**config.mk**
```make
export PLATFORM = sky130hd
export DESIGN_NAME = sd_req_arbiter
export DESIGN_NICKNAME = d
export VERILOG_FILES = /design/src/rtl/sd_arb_pkg.sv /design/src/rtl/sd_ack_sync.sv /design/src/rtl/sd_req_arbiter.sv
export SDC_FILE = /design/constraint.sdc
export NUM_CORES = 1
export LEC_CHECK = 0
export CORE_MARGIN = 8
export CORE_UTILIZATION = 35
export CTS_BUF_LIST = sky130_fd_sc_hd__clkbuf_8 sky130_fd_sc_hd__clkbuf_16
export DETAILED_ROUTE_END_ITERATION = 8
export GPL_TIMING_DRIVEN = 0
export PLACE_DENSITY_LB_ADDON = 0.12
export SLEW_MARGIN = 20
export SYNTH_ARGS = -nofsm -noshare
export SYNTH_HDL_FRONTEND = slang
export SYNTH_SLANG_ARGS = --single-unit
```
**constraint.sdc**
```tcl
create_clock -name clk_sys -period 3.65 [get_ports clk_sys]
set_clock_uncertainty 0.05 [all_clocks]
set_input_delay 0.73 -clock clk_sys [delete_from_list [all_inputs] [get_ports clk_sys]]
set_output_delay 0.73 -clock clk_sys [all_outputs]
set_load 0.01 [all_outputs]
```
**src/rtl/sd_arb_pkg.sv**
```systemverilog
// Shared types and constants for the two-requester SD block-port arbiter.
package sd_arb_pkg;

  typedef enum logic [1:0] {
    ST_IDLE  = 2'd0,
    ST_ISSUE = 2'd1,
    ST_XFER  = 2'd2,
    ST_DONE  = 2'd3
  } state_e;

  typedef enum logic {
    OP_RD = 1'b0,
    OP_WR = 1'b1
  } op_e;

  localparam int unsigned RQ_IDX_W = 1;
  typedef logic [RQ_IDX_W-1:0] rq_idx_t;

  localparam rq_idx_t RQ0 = rq_idx_t'(0);
  localparam rq_idx_t RQ1 = rq_idx_t'(1);

  // Round-robin pick: on a tie the requester not served last wins.
  function automatic rq_idx_t rr_pick(input logic req0, input logic req1,
                                      input rq_idx_t last);
    if (req0 && req1) begin
      return (last == RQ1) ? RQ0 : RQ1;
    end else if (req1) begin
      return RQ1;
    end else begin
      return RQ0;
    end
  endfunction

endpackage

```
**src/rtl/sd_ack_sync.sv**
```systemverilog
// Two-flop level synchronizer for SPI-domain handshake signals.
module sd_ack_sync (
  input  logic clk_i,
  input  logic rst_ni,
  input  logic d_i,
  output logic q_o
);

  logic meta_q;
  logic sync_q;

  always_ff @(posedge clk_i or negedge rst_ni) begin
    if (!rst_ni) begin
      meta_q <= 1'b0;
      sync_q <= 1'b0;
    end else begin
      meta_q <= d_i;
      sync_q <= meta_q;
    end
  end

  assign q_o = sync_q;

endmodule

```
**src/rtl/sd_req_arbiter.sv**
```systemverilog
// Grants one of two disk controllers the shared SD block port, sequences
// the rd/wr command against the synchronized ack and steers the buffer bus.
module sd_req_arbiter
  import sd_arb_pkg::*;
#(
  parameter int unsigned TIMEOUT_W = 24
) (
  input  logic        clk_sys,
  input  logic        reset_n,

  input  logic [31:0] rq0_lba,
  input  logic [31:0] rq1_lba,
  input  logic        rq0_rd,
  input  logic        rq1_rd,
  input  logic        rq0_wr,
  input  logic        rq1_wr,
  output logic        rq0_busy,
  output logic        rq1_busy,
  output logic        rq0_done,
  output logic        rq1_done,
  output logic        rq0_err,
  output logic        rq1_err,
  input  logic [7:0]  rq0_buff_din,
  input  logic [7:0]  rq1_buff_din,
  output logic        rq0_buff_wr,
  output logic        rq1_buff_wr,
  output logic [8:0]  buff_addr,
  output logic [7:0]  buff_dout,

  output logic [31:0] sd_lba,
  output logic        sd_rd,
  output logic        sd_wr,
  input  logic        sd_ack,
  input  logic [8:0]  sd_buff_addr,
  input  logic [7:0]  sd_buff_dout,
  input  logic        sd_buff_wr,
  output logic [7:0]  sd_buff_din
);

  logic                 ack_s;

  state_e               state_q, state_d;
  rq_idx_t              grant_q, grant_d;
  rq_idx_t              last_q,  last_d;
  logic                 busy_q,  busy_d;
  logic [31:0]          lba_q,   lba_d;
  logic                 rd_q,    rd_d;
  logic                 wr_q,    wr_d;
  logic                 done_q,  done_d;
  logic                 err_q,   err_d;
  logic [TIMEOUT_W-1:0] cnt_q,   cnt_d;
  logic [1:0]           arm_q,   arm_d;

  logic                 req0, req1;
  rq_idx_t              pick;
  logic                 sel_rd;
  op_e                  sel_op;
  logic [TIMEOUT_W-1:0] cnt_inc;

  sd_ack_sync u_ack_sync (
    .clk_i  (clk_sys),
    .rst_ni (reset_n),
    .d_i    (sd_ack),
    .q_o    (ack_s)
  );

  assign req0 = rq0_rd | rq0_wr;
  assign req1 = rq1_rd | rq1_wr;

  always_ff @(posedge clk_sys or negedge reset_n) begin
    if (!reset_n) begin
      state_q <= ST_IDLE;
      grant_q <= RQ0;
      last_q  <= RQ1;
      busy_q  <= 1'b0;
      lba_q   <= '0;
      rd_q    <= 1'b0;
      wr_q    <= 1'b0;
      done_q  <= 1'b0;
      err_q   <= 1'b0;
      cnt_q   <= '0;
      arm_q   <= '0;
    end else begin
      state_q <= state_d;
      grant_q <= grant_d;
      last_q  <= last_d;
      busy_q  <= busy_d;
      lba_q   <= lba_d;
      rd_q    <= rd_d;
      wr_q    <= wr_d;
      done_q  <= done_d;
      err_q   <= err_d;
      cnt_q   <= cnt_d;
      arm_q   <= arm_d;
    end
  end

  // The synchronizer resets to 0, so a still-high sd_ack needs two cycles to
  // reach ack_s; arm_q holds off grants until the drain check is meaningful.
  always_comb begin
    state_d = state_q;
    grant_d = grant_q;
    last_d  = last_q;
    busy_d  = busy_q;
    lba_d   = lba_q;
    rd_d    = rd_q;
    wr_d    = wr_q;
    cnt_d   = cnt_q;
    done_d  = 1'b0;
    err_d   = 1'b0;
    arm_d   = {arm_q[0], 1'b1};

    pick    = rr_pick(req0, req1, last_q);
    sel_rd  = (pick == RQ1) ? rq1_rd : rq0_rd;
    sel_op  = sel_rd ? OP_RD : OP_WR;
    cnt_inc = cnt_q + 1'b1;

    unique case (state_q)
      ST_IDLE: begin
        if (arm_q[1] && !ack_s && (req0 || req1)) begin
          grant_d = pick;
          busy_d  = 1'b1;
          lba_d   = (pick == RQ1) ? rq1_lba : rq0_lba;
          rd_d    = (sel_op == OP_RD);
          wr_d    = (sel_op == OP_WR);
          cnt_d   = '0;
          state_d = ST_ISSUE;
        end
      end

      ST_ISSUE: begin
        cnt_d = cnt_inc;
        if (ack_s) begin
          rd_d    = 1'b0;
          wr_d    = 1'b0;
          state_d = ST_XFER;
        end else if (&cnt_inc) begin
          rd_d    = 1'b0;
          wr_d    = 1'b0;
          err_d   = 1'b1;
          busy_d  = 1'b0;
          state_d = ST_IDLE;
        end
      end

      ST_XFER: begin
        if (!ack_s) begin
          done_d  = 1'b1;
          busy_d  = 1'b0;
          state_d = ST_DONE;
        end
      end

      ST_DONE: begin
        last_d  = grant_q;
        state_d = ST_IDLE;
      end

      default: state_d = ST_IDLE;
    endcase
  end

  assign sd_lba   = lba_q;
  assign sd_rd    = rd_q;
  assign sd_wr    = wr_q;

  // grant_q is kept after release so the done/err pulses decode to the owner.
  assign rq0_busy = busy_q & (grant_q == RQ0);
  assign rq1_busy = busy_q & (grant_q == RQ1);
  assign rq0_done = done_q & (grant_q == RQ0);
  assign rq1_done = done_q & (grant_q == RQ1);
  assign rq0_err  = err_q  & (grant_q == RQ0);
  assign rq1_err  = err_q  & (grant_q == RQ1);

  assign rq0_buff_wr = sd_buff_wr & rq0_busy;
  assign rq1_buff_wr = sd_buff_wr & rq1_busy;
  assign buff_addr   = sd_buff_addr;
  assign buff_dout   = sd_buff_dout;

  always_comb begin
    sd_buff_din = '0;
    if (busy_q) begin
      sd_buff_din = (grant_q == RQ1) ? rq1_buff_din : rq0_buff_din;
    end
  end

endmodule

```
==> results of run 1 <==
==> synth_stat cells, types with 3 or more instances <==
cell      count  area (sq um)
mux2i_1      40           400
and3_1        7          43.8
buf_4        18           135
or4_4         3          33.8
dfrtp_1      68          1700
o31ai_1       8          60.1
nor2b_1      15          93.8
inv_1        11          41.3
nand3_1      17          85.1
xnor2_1       4          35.0
nand4_1       7          43.8
o22ai_1       4          25.0
a31oi_1       3          18.8
a21oi_1      17          85.1
nand2_1      57           214
o21ai_0      69           345
clkbuf_1     19          71.3
nor2_1       17          63.8
nor4_1        3          18.8
and2_1        6          37.5
ha_1          7          87.6
==> final timing paths <==
check | start | end | slack (ps) | depth (start not counted)
worst max-delay path | rq1_rd | cnt_q[15] | 630 | 9
worst min-delay path | reset_n | sd_lba[16] | 290 | 1
worst max register to register | cnt_q[0] | busy_q | 650 | 8
worst min register to register | arm_q[0] | arm_q[1] | 290 | 0
max in group asynchronous | reset_n | last_q | 2650 | 2
min in group clk_sys | arm_q[0] | arm_q[1] | 290 | 0
==> per-layer routing <==
metal	GRT usage	share of wire	vias up	wire, um
met1	0.221	0.46	1854	6210
met4	0.0446	0.010	0	138
met2	0.290	0.48	157	6480
met5	0	0	-	0
li1	-	-	1900	-
met3	0.0409	0.056	14	757
==> final cells by class <==
class	instances	area share
multi-input cells	325	0.337
flip-flops and latches	69	0.279
repair buffers	155	0.252
plain buffers	40	0.0393
clock buffers	9	0.0364
well taps	143	0.0289
clock inverters	7	0.0196
inverters	11	0.00668
==> sequential cells by signal, summed over array words and instances (netlist names), named ones only <==
signal and count:
sd_wr 1, sd_rd 1, err_q 1, sd_lba 32, busy_q 1, arm_q 2, grant_q 1, cnt_q 24
last_q 1, state_q 1, u_ack_sync.meta_q 1, u_ack_sync.q_o 1, done_q 1
==> metrics by stage <==
stage	utilization	setup TNS, ps	cells
after floorplan	-	0	445
after global placement	0.510	-42460	742
after detailed placement	0.511	0	743
after CTS	0.541	0	759
after global routing	0.541	0	759
final	0.541	0	759
==> kinds of logic after synthesis <==
group                    after synthesis  synth area share
multiplexers                          41             0.100
adder cells (fa/ha/maj)                7            0.0214
buffers and inverters                 51            0.0693
AO/OA/AOI/OAI                        114             0.163
flip-flops                            69             0.422
XOR/XNOR                               7            0.0168
AND/OR/NAND/NOR                      155             0.206
other                                  1          0.000915
==> power groups by stage <==
stage,clock [mW],combinational (mW),sequential [mW]
after global placement,0,1.75,1.15
after global routing,1.06,1.93,1.18
after detailed placement,0,1.78,1.17
after floorplan,0,0.809,1.23
after CTS,1.03,1.79,1.15
final,1.01,1.77,1.15
==> critical path, stage by stage <==
cell and delay, ps:
clkdlybuf4s50_1 470, nor4_1 310, nor3b_1 120, nand2b_1 310, nand2_1 380, clkbuf_1 470
a21oi_1 90, o21ai_0 190, o41ai_1 100
==> metrics.txt, run 1 <==
die height 124 um; Critical Path Fanout Max 10; maximum vdd drop about 260 uV; Root Driver clkbuf_16; Seq pwr share 0.293; Rows 39; clock buffer depth 2; post-synthesis cell area 4100 sq um; yosys warns 0; sequential fraction of the synthesis area 0.422; Pint 2.54 mW; Post-DRT Antenna Nets 0; max_cap viols 0; FF/Latch Area approximately 1700 sq um; most used flip-flop cell after synthesis dfrtp_1; Final Max Tran Viols 0; chip width about 120 um; CP endpoint kind flip-flop; Port Buffers 154; Post-synth EDFFs 0; Num CTS Buffers 9; initial antenna violation count 0; vias in the first global route 3899; Worst Hold Slack about 290 ps; final net count 723; # diodes 0; syn_nets approximately 560; Filler Cell Count ~1100; Post-route DRC 0; DR vias/cell 5.17; Design Area, Final 6180 sq um; P_leak 2.59 nW; DR pass1 iterations 7; clk slew on worst S/H paths approximately 60 ps; CORE AREA around 11000 sq um; global-route usage over all layers 0.174; I/O pin cnt 172; largest net degree at the start of global routing 37; most frequent cells in the layout clkdlybuf4s50_1, o21ai_0, dfrtp_1; fin crit period a little over 3000 ps; switch share 0.355; post-cts sizing count 0; setup ws final 625 ps; Area after DPL 5840 sq um; worst slew pin tran 749 ps; hold crit path type input pin to async pin; Placer Congestion 0.877; wire per inst between 15 and 20 um; area of the multi-input gates between 2000 and 2500 sq um; Die ar. roughly 15000 sq um; CTS Sinks 69; initial DRC count 220; Max-slew headroom 0.501; P&R area growth vs syn 50.9%; clock network fraction of design power 0.258; first-pass GRT wire length 21.9 mm; Place WS approximately 370 ps; final WL around 14 mm; outcome finished, final reports clean; Setup crit start kind input pin; Psw 1.40 mW; pwr/cell area 637 nW/um^2; share of layout cells above drive strength 1 0.0974; hpwl dp 10.7 mm; required time worst endpoint between 3000 and 4000 ps; Vias 3925; Cells after Synth 445; hold bufs inserted after CTS 0; syn avg cell area 9.21 sq um; final hold vios 0; commonest non-fill, non-tap cell in the layout clkdlybuf4s50_1; Highest Clock Rate approximately 0.33 GHz; Remaining Overflow, GRT 0; Yosys cell types 57; Post-CTS Setup Inserts 0; CP arrival ~3200 ps; CTS tree done; Logic pwr share 0.449; Async S/R FF share, synth 1.00; initial core utilization 0.359; final setup vio count 0; period utilization 0.829; overall power 3.94 mW; Setup CP Type input pin to flip-flop; Clock Latency Late Sink 340 ps; flops & latches, synth a little under 70; htree depth 3; RSZ-0062 raised after global routing no
Note: power is estimated with default switching activity, not from simulation.
==> run 2, diff against run 1 <==
- clock period: 3.65 -> 2.5 ns (I/O delays scaled with it)
==> run 2 against run 1 <==
Net effect: the flow now finishes with violations (negative setup slack); power up 46%; core utilization up 2.9 points; non-clock buffer count up 22; first-iteration DRC count up 10%; flip-flop and latch count unchanged; routed wire length up 0.21%; global-route usage down 0.36 points; die area unchanged; setup slack worse by 730 ps; cell count up 3.0%; design area up 5.4%; register-to-register slack worse by 760 ps.
==> metrics.txt, run 2 (synthesis results as in run 1) <==
chip width 124 um (unchanged); Psw 2.09 mW (was 1.40 mW); clock buffer depth 2 (unchanged); start point of the critical path cnt_q[0] (was rq1_rd); DR vias/cell 5.18 (was 5.17); Highest Clock Rate 0.383 GHz; Critical R2R Launch cnt_q[0] (unchanged); DR pass1 iterations 4 (was 7); Logic pwr share 0.474 (was 0.449); setup ws final -109 ps (was 625 ps); htree depth 3 (unchanged); Max-slew headroom 0.562 (was 0.501); initial core utilization 0.359 (unchanged); switch share 0.365 (was 0.355); worst slew pin tran 653 ps (was 749 ps); share of layout cells above drive strength 1 0.179 (was 0.0974); Clock Latency Late Sink 330 ps (was 340 ps); initial antenna violation count 1 (was 0); P_leak 2.82 nW (was 2.59 nW); Placer Congestion 0.880 (was 0.877); Place WS -617 ps (was 374 ps); Final Max Tran Viols 0 (unchanged); CP endpoint kind flip-flop (unchanged); outcome complete, but fails checks (was finished, final reports clean); global-route usage over all layers 0.171 (was 0.174); Setup crit start kind flip-flop (was input pin); CTS Sinks 69 (unchanged); Pint 3.64 mW (was 2.54 mW); most frequent cells in the layout clkdlybuf4s50_1, o21ai_0, dfrtp_1 (unchanged); RSZ-0062 raised after global routing yes (was no); largest net degree at the start of global routing 54 (was 37); CORE AREA 11400 sq um (unchanged); failing checks negative setup slack; Num CTS Buffers 9 (unchanged); required time worst endpoint 2660 ps (was 3810 ps); wire per inst 17.4 um (was 17.9 um); Rows 39 (unchanged); hold crit path type flip-flop to flip-flop (was input pin to async pin); Critical-path top delay cell or4_4 (was clkdlybuf4s50_1); hpwl dp 10.4 mm (was 10.7 mm); period utilization 1.04; Worst Hold Slack 294 ps (was 288 ps); vias in the first global route 3992 (was 3899); maximum vdd drop 375 uV (was 262 uV); Seq pwr share 0.298 (was 0.293); Design Area, Final 6520 sq um (was 6180 sq um); Vias 4051 (was 3925); CTS tree done (unchanged); commonest non-fill, non-tap cell in the layout clkdlybuf4s50_1 (unchanged); Remaining Overflow, GRT 0 (unchanged); Critical Path Fanout Max 6 (was 10); final hold vios 0 (unchanged); initial DRC count 243 (was 220); pwr/cell area 880 nW/um^2 (was 637 nW/um^2); Die ar. 15400 sq um (unchanged); sequence of cells on the critical path ha_4, nand3_4, or3_4, a2111oi_4, o2111ai_2, or4_4, a311o_1 (was clkdlybuf4s50_1, nor4_1, nor3b_1, nand2b_1, nand2_1, clkbuf_1, a21oi_1, o21ai_0, o41ai_1); I/O pin cnt 172 (unchanged); Setup CP Type flip-flop to flip-flop (was input pin to flip-flop); max reg flops 32 (unchanged); CP peak stage delay 550 ps (was 470 ps); final net count 745 (was 723); clock network fraction of design power 0.228 (was 0.258); Post-DRT Antenna Nets 0 (unchanged); die height 124 um (unchanged); max_cap viols 0 (unchanged); Port Buffers 154 (unchanged); Area after DPL 5870 sq um (was 5840 sq um); final WL 13.6 mm (about the same); Root Driver clkbuf_16 (unchanged); Post-route DRC 0 (unchanged); fin crit period around 2600 ps; CP arrival 2770 ps (was 3180 ps); P&R area growth vs syn 59.1% (was 50.9%); HP Start arm_q[0]; final setup vio count 4 (was 0); first-pass GRT wire length 21.6 mm (was 21.9 mm); clk slew on worst S/H paths 60 ps (about the same)
run 2: routing by layer:
layer	up-vias	global-route usage	wire [um]
met1	1921	0.199	5670
li1	1953	-	-
met4	0	0.0560	218
met3	19	0.0528	904
met2	158	0.290	6820
met5	-	0	0
run 2: area by class of cell:
class / instances / area, sq um
Sequential cell: 69 / 1730
Clock buffer: 10 / 239
Multi-Input combinational cell: 325 / 2240
Clock inverter: 6 / 70.1
Antenna cell: 1 / 2.50
Timing Repair Buffer: 179 / 1760
Buffer: 38 / 250
Tap cell: 143 / 179
Inverter: 11 / 41.3
Fill cell: 1012 / 4900
run 2: worst paths after layout:
check | end | slack, ps | depth (start not counted)
hold reg to reg | arm_q[1] | 290 | 0
setup / recovery | busy_q | -110 | 7
min in group asynchronous | cnt_q[5] | 520 | 2
setup reg to reg | busy_q | -110 | 7
hold / removal | arm_q[1] | 290 | 0
max in group asynchronous | sd_lba[14] | 1350 | 3
run 2: critical path, delay by kind of cell (launching register included):
| family | cells | cell delay, ps |
|---|---|---|
| DFF | 1 | 380 |
| AOI/OAI and AO/OA | 3 | 820 |
| adders and majority gates | 1 | 160 |
| and+or+nand+nor | 3 | 1060 |
run 2: metrics by stage:
stage          TNS, ps  std cells  utilization  power [mW]
3_3_place_gp   -119800        742        0.512        4.26
3_5_place_dp    -18070        743        0.514        4.31
2_1_floorplan        0        445            -        3.00
4_1_cts          -1260        772        0.556        5.73
6_report          -270        782        0.571        5.73
5_1_grt           -600        782        0.571        6.12
run 2: power by group through the flow:
stage,logic [mW],registers [mW],clock network [mW]
floorplan,1.19,1.81,0
global placement,2.55,1.71,0
global route,2.96,1.77,1.40
detailed placement,2.59,1.73,0
finish,2.72,1.71,1.31
CTS,2.68,1.72,1.34
run 2: timing repair:
| action | 4_1_cts | 5_1_grt |
|---|---|---|
| hold buffers | 1 | 0 |
| pin swaps | 5 | 5 |
| gates resized for setup | 12 | 37 |
| setup endpoints to repair | 45 | 61 |
| hold endpoints to repair | 15 | 0 |
| buffers inserted | 14 | 9 |
==> run 3, diff against run 2 <==
- ABC_CLOCK_PERIOD_IN_PS: not set -> 2700
- CTS_BUF_LIST: sky130_fd_sc_hd__clkbuf_8 sky130_fd_sc_hd__clkbuf_16 -> sky130_fd_sc_hd__clkbuf_4 sky130_fd_sc_hd__clkbuf_8
- clock period: 2.5 -> 2.7 ns (I/O delays scaled with it)
==> run 3 against run 2 <==
Net effect: clock power is 21% lower; combinational power is 8.8% lower; die area stayed put; non-clock buffer count is 18 lower; the flow now finishes without violations; first-iteration DRC count is 3.3% higher; setup slack better by 170 ps; sequential share of layout area is 1.2 points higher; via count is 3.7% lower; critical endpoint unchanged; critical path type unchanged.
==> metrics.txt, run 3 (synthesis results as in run 1) <==
CORE AREA 11400 sq um (unchanged); Highest Clock Rate 0.379 GHz (was 0.383 GHz); DR vias/cell 5.11 (was 5.18); period utilization 0.978 (was 1.04); overall power 5.10 mW (was 5.73 mW); global-route usage over all layers 0.174 (was 0.171); Place WS -386 ps (was -617 ps); Setup CP Type flip-flop to flip-flop (unchanged); Root Driver clkbuf_8 (was clkbuf_16); CP endpoint kind flip-flop (unchanged); vias in the first global route 3902 (was 3992); final net count 727 (was 745); fin crit period 2640 ps (was 2610 ps); share of layout cells above drive strength 1 0.137 (was 0.179); most frequent cells in the layout clkdlybuf4s50_1, o21ai_0, dfrtp_1 (unchanged); setup ws final 58.4 ps (was -109 ps); clock buffer depth 2 (unchanged); required time worst endpoint 2930 ps (was 2660 ps); P&R area growth vs syn 52.0% (was 59.1%); FF-to-FF path depth 8 (was 7); initial antenna violation count 0 (was 1); Placer Congestion 0.877 (was 0.880); initial core utilization 0.359 (unchanged); commonest non-fill, non-tap cell in the layout clkdlybuf4s50_1 (unchanged); clk slew on worst S/H paths 80 ps (was 60 ps); CTS tree done (unchanged); reg2reg end busy_q (unchanged); maximum vdd drop 401 uV (was 375 uV); htree depth 3 (unchanged); Remaining Overflow, GRT 0 (unchanged); die height 124 um (unchanged); worst slew pin tran 754 ps (was 653 ps); Setup crit start kind flip-flop (unchanged); I/O pin cnt 172 (unchanged); hold crit path type input pin to async pin (was flip-flop to flip-flop); post-layout util 0.545 (was 0.571); pwr/cell area 819 nW/um^2 (was 880 nW/um^2); initial DRC count 251 (was 243); max reg flops 32 (unchanged); Filler Cell Count 1079 (was 1012); final setup vio count 0 (was 4); final hold vios 0 (unchanged); Critical Path Fanout Max 7 (was 6); DR pass1 iterations 5 (was 4); Rows 39 (unchanged); first-pass GRT wire length 22.0 mm (was 21.6 mm); Post-DRT Antenna Nets 0 (unchanged); # diodes 0 (was 1); final WL 13.7 mm (was 13.6 mm); Post-route DRC 0 (unchanged); CP arrival 2870 ps (was 2770 ps); largest net degree at the start of global routing 37 (was 54); Num CTS Buffers 9 (unchanged); Die ar. 15400 sq um (unchanged); P_leak 2.60 nW (was 2.82 nW); area of the multi-input gates 2190 sq um (was 2240 sq um); max_cap viols 0 (unchanged); Final Max Tran Viols 0 (unchanged); wire per inst 17.9 um (was 17.4 um); Max-slew headroom 0.497 (was 0.562); chip width 124 um (unchanged); FF/Latch Area 1730 sq um (unchanged); Vias 3902 (was 4051); CTS Sinks 69 (unchanged); Critical R2R Launch cnt_q[1] (was cnt_q[0]); Port Buffers 154 (unchanged); Clock Latency Late Sink 350 ps (was 330 ps); outcome finished, final reports clean (was complete, but fails checks); hpwl dp 10.7 mm (was 10.4 mm); hold bufs inserted after CTS 0 (was 1); R2R setup slack 60 ps (was -110 ps)
## run 3: timing repair
item                       CTS  global route
setup buffers                5             1
pin swaps                    0             1
cloned                       0             0
setup endpoints to repair   14            28
gates resized for setup     11            15
## run 3: per-layer routing
layer	vias up	routed length (um)	GRT usage
met5	-	0	0
met4	0	126	0.0319
met3	12	805	0.0447
met2	139	6700	0.294
met1	1849	6060	0.220
li1	1902	-	-
## run 3: worst max path at each step
stage | startpoint | to | slack [ps] | cells after the start
floorplan | cnt_q[0] | busy_q | 50 | 7
global placement | reset_n | cnt_q[15] | -1390 | 1
detailed placement | rq1_rd | cnt_q[15] | -390 | 9
CTS | cnt_q[2] | busy_q | 2 | 7
global route | cnt_q[1] | busy_q | -30 | 8
finish | cnt_q[1] | busy_q | 60 | 8
## run 3: cell type report
class,count,share of cell area
Buffer,38,0.0384
Clock buffer,9,0.0199
Clock inverter,7,0.0195
Inverter,11,0.00663
Multi-Input combinational cell,325,0.351
Sequential cell,69,0.278
Tap cell,143,0.0287
Timing Repair Buffer,161,0.258
## run 3: where the power goes
group,leakage (nW),internal (mW),switching [mW]
combinational,1.59,1.24,1.24
clock,0.124,0.618,0.416
sequential,0.885,1.35,0.238
## run 3: critical path, stage by stage (launching register included)
cell	delay (ps)
dfrtp_2	410
ha_4	160
nand3_4	130
or3_4	380
a2111oi_4	380
o2111ai_2	170
or4_4	490
nor4_4	250
a311o_1	160
## run 3: per-stage QoR
step                      std cells  hold WS, ps  TNS [ps]  area, sq um
final                           763         87.6         0         6230
after global routing            763         92.0     -28.6         6230
after CTS                       763         79.8         0         6170
after detailed placement        743          285    -10790         5840
after global placement          742          285   -101430         5820
after floorplan                 445          194         0         4100
